--- config.mk ---
export PLATFORM = sky130hd
export DESIGN_NAME = alu_multicycle
export DESIGN_NICKNAME = d
export VERILOG_FILES = /design/src/rtl/alu_multicycle.sv
export SDC_FILE = /design/constraint.sdc
export NUM_CORES = 1
export LEC_CHECK = 0
export CELL_PAD_IN_SITES_DETAIL_PLACEMENT = 0
export CELL_PAD_IN_SITES_GLOBAL_PLACEMENT = 1
export CORE_ASPECT_RATIO = 1.2
export CORE_MARGIN = 2
export CORE_UTILIZATION = 46
export CTS_BUF_LIST = sky130_fd_sc_hd__clkbuf_4
export DETAILED_ROUTE_END_ITERATION = 12
export PLACE_DENSITY = 0.83
export SETUP_SLACK_MARGIN = 0.3
export SYNTH_ARGS = -nofsm -noshare
export SYNTH_HDL_FRONTEND = slang
export SYNTH_SLANG_ARGS = --single-unit
--- constraint.sdc ---
create_clock -name Clk -period 3.93 [get_ports Clk]
set_clock_uncertainty 0.05 [all_clocks]
set_input_delay 0.5895 -clock Clk [delete_from_list [all_inputs] [get_ports Clk]]
set_output_delay 0.5895 -clock Clk [all_outputs]
set_load 0.02 [all_outputs]
--- src/rtl/alu_multicycle.sv ---
// Multi-cycle ALU: single-cycle logic/arith ops, iterative shift-add multiply and optional
// restoring divide. Define ALU_MULTICYCLE_DIV_EN to build the divider; otherwise opcode 12 is undefined.
module alu_multicycle #(
   parameter int WIDTH = 32,
   parameter int SHW   = $clog2(WIDTH)
) (
   input  logic             Clk,
   input  logic             Rst,
   input  logic             Start,
   input  logic [3:0]       ALUControl,
   input  logic [WIDTH-1:0] A,
   input  logic [WIDTH-1:0] B,
   output logic             Busy,
   output logic             Done,
   output logic [WIDTH-1:0] ALUResult,
   output logic [WIDTH-1:0] Hi,
   output logic             Zero,
   output logic             DivByZero
);

   // state | meaning
   // IDLE  | waiting for Start
   // MUL   | shift-add multiply, one multiplier bit per cycle
   // DIV   | restoring divide, one quotient bit per cycle
   // FIN   | results valid, Done pulse
   typedef enum logic [1:0] {IDLE, MUL, DIV, FIN} state_t;

   localparam logic [3:0] OP_AND = 4'd0;
   localparam logic [3:0] OP_OR  = 4'd1;
   localparam logic [3:0] OP_ADD = 4'd2;
   localparam logic [3:0] OP_NOR = 4'd3;
   localparam logic [3:0] OP_SUB = 4'd6;
   localparam logic [3:0] OP_SLT = 4'd7;
   localparam logic [3:0] OP_MUL = 4'd9;
   localparam logic [3:0] OP_SLL = 4'd10;
   localparam logic [3:0] OP_SGT = 4'd11;
`ifdef ALU_MULTICYCLE_DIV_EN
   localparam logic [3:0] OP_DIV = 4'd12;
`endif

   state_t           state, state_nx;
   logic [SHW-1:0]   cnt;
   logic [WIDTH-1:0] opnd;
   logic [WIDTH-1:0] acc_hi, acc_lo;
   logic [WIDTH-1:0] single_res;
   logic             is_mul, div_go, div_zero;
   logic [WIDTH:0]   mul_sum;
   logic [WIDTH-1:0] mul_hi_nx, mul_lo_nx;

   assign is_mul = (ALUControl == OP_MUL);

`ifdef ALU_MULTICYCLE_DIV_EN
   logic [WIDTH:0]   div_shift, div_diff;
   logic             div_ok;
   logic [WIDTH-1:0] div_hi_nx, div_lo_nx;

   assign div_go   = (ALUControl == OP_DIV) && (B != '0);
   assign div_zero = (ALUControl == OP_DIV) && (B == '0);

   // Partial remainder stays below the divisor, so the sign of the W+1 bit difference decides the bit.
   assign div_shift = {acc_hi, acc_lo[WIDTH-1]};
   assign div_diff  = div_shift - {1'b0, opnd};
   assign div_ok    = ~div_diff[WIDTH];
   assign div_hi_nx = div_ok ? div_diff[WIDTH-1:0] : div_shift[WIDTH-1:0];
   assign div_lo_nx = {acc_lo[WIDTH-2:0], div_ok};
`else
   assign div_go   = 1'b0;
   assign div_zero = 1'b0;
`endif

   // {acc_hi, acc_lo} holds partial product above the not-yet-consumed multiplier bits.
   assign mul_sum   = {1'b0, acc_hi} + (acc_lo[0] ? {1'b0, opnd} : '0);
   assign mul_hi_nx = mul_sum[WIDTH:1];
   assign mul_lo_nx = {mul_sum[0], acc_lo[WIDTH-1:1]};

   always_comb begin
      single_res = '0;
      case (ALUControl)
         OP_AND:  single_res = A & B;
         OP_OR:   single_res = A | B;
         OP_ADD:  single_res = A + B;
         OP_NOR:  single_res = ~(A | B);
         OP_SUB:  single_res = A - B;
         OP_SLT:  single_res = {{(WIDTH-1){1'b0}}, ($signed(A) < $signed(B))};
         OP_SLL:  single_res = A << B[SHW-1:0];
         OP_SGT:  single_res = {{(WIDTH-1){1'b0}}, ($signed(A) > $signed(B))};
         default: single_res = '0;
      endcase
   end

   always_ff @(posedge Clk or negedge Rst) begin
      if (!Rst) state <= IDLE;
      else      state <= state_nx;
   end

   always_comb begin
      state_nx = state;
      Busy     = 1'b0;
      Done     = 1'b0;
      case (state)
         IDLE: begin
            if (Start) begin
               if (is_mul)      state_nx = MUL;
               else if (div_go) state_nx = DIV;
               else             state_nx = FIN;
            end
         end
         MUL: begin
            Busy = 1'b1;
            if (cnt == '0) state_nx = FIN;
         end
         DIV: begin
            Busy = 1'b1;
            if (cnt == '0) state_nx = FIN;
         end
         FIN: begin
            Done     = 1'b1;
            state_nx = IDLE;
         end
         default: state_nx = IDLE;
      endcase
   end

   always_ff @(posedge Clk or negedge Rst) begin
      if (!Rst) begin
         cnt       <= '0;
         opnd      <= '0;
         acc_hi    <= '0;
         acc_lo    <= '0;
         ALUResult <= '0;
         Hi        <= '0;
         Zero      <= 1'b1;
         DivByZero <= 1'b0;
      end else begin
         case (state)
            IDLE: begin
               if (Start) begin
                  cnt    <= SHW'(WIDTH - 1);
                  acc_hi <= '0;
                  if (is_mul) begin
                     opnd   <= A;
                     acc_lo <= B;
                  end else if (div_go) begin
                     opnd   <= B;
                     acc_lo <= A;
                  end else if (div_zero) begin
                     ALUResult <= '1;
                     Hi        <= A;
                     Zero      <= 1'b0;
                     DivByZero <= 1'b1;
                  end else begin
                     ALUResult <= single_res;
                     Hi        <= '0;
                     Zero      <= (single_res == '0);
                     DivByZero <= 1'b0;
                  end
               end
            end
            MUL: begin
               acc_hi <= mul_hi_nx;
               acc_lo <= mul_lo_nx;
               cnt    <= cnt - 1'b1;
               if (cnt == '0) begin
                  ALUResult <= mul_lo_nx;
                  Hi        <= mul_hi_nx;
                  Zero      <= (mul_lo_nx == '0);
                  DivByZero <= 1'b0;
               end
            end
`ifdef ALU_MULTICYCLE_DIV_EN
            DIV: begin
               acc_hi <= div_hi_nx;
               acc_lo <= div_lo_nx;
               cnt    <= cnt - 1'b1;
               if (cnt == '0) begin
                  ALUResult <= div_lo_nx;
                  Hi        <= div_hi_nx;
                  Zero      <= (div_lo_nx == '0);
                  DivByZero <= 1'b0;
               end
            end
`endif
            default: ;
         endcase
      end
   end

endmodule

After elaboration in Yosys (flattened, before gate mapping)
Cells that the tools add are included.

Bits in read-only memories: 0. Bits in latches: 0. Logic and storage cells: 78. RAM bits: 0. Memories: 0. Register bits after elaboration: 169.

Shift operators: 1. Multipliers: 0. Div/mod/pow operators: 0. Magnitude comparators: 2. Mux-type cells: 31. Eq/ne operators: 16. Reduce and logical (&&, ||, !) cells: 12. Add/sub/neg operators: 4. Bitwise logic cells: 3.

Operators with widths (number): $mux W32 (10); $pmux W32 S2 (4); $pmux W32 S8 (1); $logic_not A32 Y1 (2); $add A32 B32 Y33 (1); $add A32 B32 Y32 (1); $and A32 B32 Y32 (1); $gt A32 B32 Y1 (1); $lt A32 B32 Y1 (1); $not A32 Y32 (1); $or A32 B32 Y32 (1); $shl A32 B5 Y32 (1); $sub A32 B32 Y32 (1); $eq A4 B4 Y1 const B (3); $pmux W5 S2 (1); $eq A4 B2 Y1 const B (2); $eq A4 B3 Y1 const B (2); $mux W1 (8); $ne A2 B2 Y1 const B (4); $mux W2 (3); $pmux W2 S3 (1); $reduce_and A3 Y1 (2); $logic_not A5 Y1 (1); $mux W5 (1); other kinds (12) (15).

Logic depth before layout (Yosys ltp)
Depth after elaboration: 7. Depth in mapped cells: 17.

Worst setup path before layout
No wires, ideal clock.

Kind: input-to-reg. Start point: input port B[2]. End point: register Zero. Cell stages on the path: 17. Path slack: -484 ps. Arrival time: 4273 ps. Data required time: 3789 ps. Cells stage by stage: buf_2 > inv_1 > clkbuf_1 > clkbuf_1 > ha_1 > buf_2 > a211oi_1 > o211ai_1 > a21oi_1 > a21oi_1 > a21oi_1 > o211a_1 > o32a_1 > o22ai_1 > nor4_1 > nand4_1 > o31ai_1.

Word-level cells in the longest chain between the ends: 7. Elaborated cells between the ends (all ways): 13.

Ends and longest elaborated chain: from (decl) (line 12) `input logic [WIDTH-1:0] B,`; branches (longest 2 deep; another with $sub A32 B32 Y32); $pmux W32 S8 * (line 78) `case (ALUControl)`; $logic_not A32 Y1 * (line 154) `Zero <= (single_res == '0);`; $mux W1 * (line 140) `if (is_mul) begin`; $mux W1 * (line 137) `if (Start) begin`; $pmux W1 S2 * (line 135) `case (state)`; to (signal assigned) (line 154); to (signal assigned) (line 166) `Zero <= (mul_lo_nx == '0);`; to (decl) (line 17) `output logic Zero,`.

Mark *: on every way between the ends. The select of a mux whose other input is x is not followed. A chain may end at the register's enable or synchronous reset.

Final worst setup path
Start point: input port A[8]. End point: register Zero.

Word-level cells in the longest chain between the ends: 7. Elaborated cells between the ends (all ways): 13.

Ends and longest elaborated chain: from (decl) (line 11) `input logic [WIDTH-1:0] A,`; branches (longest 2 deep; another with $sub A32 B32 Y32); $pmux W32 S8 * (line 78); $logic_not A32 Y1 * (line 154); $mux W1 * (line 140); $mux W1 * (line 137); $pmux W1 S2 * (line 135).

Marked as above.

==> impl_metrics.json <==
{
  "status": "finished clean",
  "switchingPower_uw": 4640,
  "finalPower_uw": 9910,
  "fmax_mhz": 276,
  "rsz0062_at_grt": "true",
  "grt_pass1_vias": 17600,
  "cts_sinks": 168,
  "synthMostInstantiatedCell": "nand2_1",
  "fp.dieW_um": 176,
  "ir_drop_mv": 0.437,
  "seq_power_share_pct": 29.3,
  "slowest_delay_ps": 470,
  "synth_edf_count": 0,
  "cp_slowest_cell": "clkdlybuf4s50_1",
  "synth_top_area_share_pct": 25.7,
  "die-area_um2": 36900,
  "htreeDepth": 4,
  "overflow": 0,
  "design.core.area_um2": 34900,
  "hold_viol": 0,
  "totalWireLength_um": 68600,
  "grt_pass1_wl_um": 103000,
  "tightest_slew_ps": 909,
  "clock_latency_ps": 630,
  "grt_max_degree": 90,
  "route.detailed.drc": 0,
  "avgRoutedWirePerCell_um": 22.5,
  "io_buffers": 137,
  "io_pins": 139,
  "critPathCaptureType": "flip-flop",
  "rr_startpoint": "opnd[0]$_DFFE_PN0P_",
  "antenna_left": 0,
  "timing.critical_path.from": "A[8]",
  "ff2ff_path_depth": 16,
  "slew_viol_final": 0,
  "drive_gt1_share_pct": 28.6,
  "synth-main-ff-cell": "dfrtp_1",
  "syn-mean-instance-area_um2": 7.96,
  "crit_required_ps": 4450,
  "swShare_pct": 46.9,
  "path_max_fanout": 3,
  "ys_types": 94,
  "synth_commonest_cells": "249 x nand2_1, 167 x dfrtp_1, 166 x nor2_1, 161 x a21oi_1, 159 x o21ai_0",
  "syn_nets": 2254,
  "layout_min_cycle_time_ps": 3630,
  "fp-row-count": 75,
  "die_y_um": 210,
  "setup_tns_ps": 0,
  "syn_area_um2": 16300,
  "dr.pass1.iters": 6,
  "reg2reg_to": "Hi[29]$_DFFE_PN0P_",
  "clockPowerShare_pct": 10.1,
  "crit_chain": "clkdlybuf4s50_1 -> inv_1 -> ha_1 -> a21oi_2 -> o21ai_1 -> a311oi_1 -> buf_4 -> buf_4 -> nand2_2 -> a221o_1 -> o21ai_1 -> o221ai_2 -> or3b_1 -> nor3_2 -> nand4_1 -> o31ai_1",
  "tritoncts": "yes",
  "fin_hold_ws_ps": 322,
  "worstPathArrival_ps": 4140,
  "cts-root-buf": "clkbuf_4",
  "cap_violations": 0,
  "max-clock-path-buffers": 2,
  "crit_end": "Zero$_DFFE_PN1P_",
  "fin_nets": 2778,
  "synth.largest_area_cell": "dfrtp_1",
  "powerDensity_nw_per_um2": 439,
  "synth_cells": 2043,
  "vias": 18200,
  "fin_crit_sh_pct": 92.2,
  "path_clk_slew_ps": 170,
  "routed_via_density": 6.00,
  "p_int_uw": 5260,
  "cp-start-kind": "input port",
  "ys_seq_elements": 168,
  "n_fill_cell": 3102,
  "drtIter0Drc": 1840,
  "numCtsBuffers": 17,
  "multi_input_comb_area_um2": 11800,
  "antenna_found_initial": 2,
  "track_usage_pct": 36.4,
  "reg2reg_slack_ps": 390,
  "yosysWarnings": 0,
  "hold_class": "input port to flip-flop",
  "setup_violations": 0,
  "yosysSeqAreaShare_pct": 25.9,
  "synthToLayoutAreaGrowth_pct": 38.8,
  "synth_top_cells_by_area": "dfrtp_1 26%, ha_1 11%, nand2_1 5.7%",
  "crit_type": "input port to flip-flop",
  "regArea_um2": 4210,
  "initial_core_util_pct": 46.6,
  "dp_hpwl_um": 55500,
  "p_leak_uw": 0.0105,
  "gp_congestion": 1.10,
  "synth-async-reset-ratio_pct": 100,
  "maxSlewHeadroom_pct": 39.2,
  "comb_power_share_pct": 60.6
}
cells in the final DEF (no fill, tap or decap), types with 13 or more instances in the layout:
master / n
a21o_1: 29
dlygate4sd2_1: 15
o22ai_1: 19
mux4_2: 18
xnor2_1: 24
nor4_1: 21
nor3_1: 23
nand3_1: 48
inv_1: 100
a211oi_1: 26
a21oi_1: 146
nor2_1: 162
and2_1: 39
o21bai_1: 13
o21ai_1: 25
a31oi_1: 27
nand2_1: 247
nand4_1: 19
buf_4: 476
ha_4: 17
dfrtp_1: 167
mux2_2: 44
mux2i_1: 76
o211ai_1: 26
a21oi_2: 13
buf_6: 14
o31ai_1: 16
ha_1: 116
clkbuf_4: 17
o21ai_0: 154
clkdlybuf4s50_1: 109
nand2b_1: 22
worst max-delay path: cells and delay by family:
family | cells | cell delay [ps]
AOI/OAI and AO/OA | 7 | 1480
adders and majority gates | 1 | 350
buffers and inverters | 4 | 860
and+or+nand+nor | 4 | 850
how the worst min path moves through the flow:
stage                                 from                  endpoint  slack, ps  cells past startpoint
floorplan                              Rst  ALUResult[0]$_DFFE_PN0P_        240                      0
global placement    acc_hi[18]$_DFFE_PN0P_    acc_hi[18]$_DFFE_PN0P_        410                      2
detailed placement       Hi[5]$_DFFE_PN0P_         Hi[5]$_DFFE_PN0P_        420                      2
CTS                                   A[0]       opnd[0]$_DFFE_PN0P_        430                      3
global route                          A[0]       opnd[0]$_DFFE_PN0P_        290                      3
finish                                A[0]       opnd[0]$_DFFE_PN0P_        320                      3
flip-flops by register name, summed over array words and instances, names as in the netlist:
register,cells
acc_hi,32
cnt,5
opnd,32
ALUResult,32
Zero,1
state,2
acc_lo,32
Hi,32
stage by stage:
step / utilization (%) / worst slack (ps) / std cells / cell area, µm²
finish: 64.7 / 305 / 3043 / 22600
global placement: 61.4 / -886 / 2985 / 21400
floorplan: - / 249 / 2043 / 16500
global route: 64.7 / 246 / 3043 / 22600
CTS: 63.0 / 217 / 3026 / 22000
detailed placement: 61.4 / -892 / 2985 / 21400
cell type report:
type	count	area share [%]
Antenna cell	1	0.0111
Clock buffer	17	0.565
Clock inverter	15	0.621
Inverter	113	2.01
Multi-Input combinational cell	1632	52.4
Sequential cell	168	18.6
Tap cell	462	2.56
Timing Repair Buffer	635	23.2
power by group through the flow:
stage               sequential [µW]  combinational [µW]  clock (µW)
detailed placement             2930                5750           0
CTS                            2900                5830        1020
global route                   2980                6510        1080
finish                         2910                6000        1000
global placement               2910                5610           0
floorplan                      3140                3140           0
logic make-up (layout without fill, tap and decap cells):
logic type | after synthesis | in the layout | share of synthesized area [%]
xor gates and xnor gates | 35 | 35 | 1.89
DFF | 168 | 168 | 25.9
AOI/OAI and AO/OA | 647 | 647 | 25.5
other | 1 | 2 | 0.0231
adders and majority gates | 140 | 140 | 10.9
muxes | 149 | 149 | 11.1
and+or+nand+nor | 660 | 660 | 18.7
buffers and inverters | 243 | 780 | 5.91
what timing repair did:
action / in CTS / in global routing
hold buffers: 1 / 0
setup endpoints to repair: 22 / 25
setup buffers: 8 / 16
endpoints found under the hold margin: 86 / 0
resized for setup: 69 / 97
pin swaps: 16 / 39
layer usage:
layer	GRT usage (%)	up-vias	part of all wire (%)
met4	14.8	2	4.3
met1	48.2	8770	41
li1	-	8474	-
met5	0	-	0.016
met3	4.37	166	7.3
met2	60.6	831	47
No activity file was read; power rests on OpenSTA's default activity.
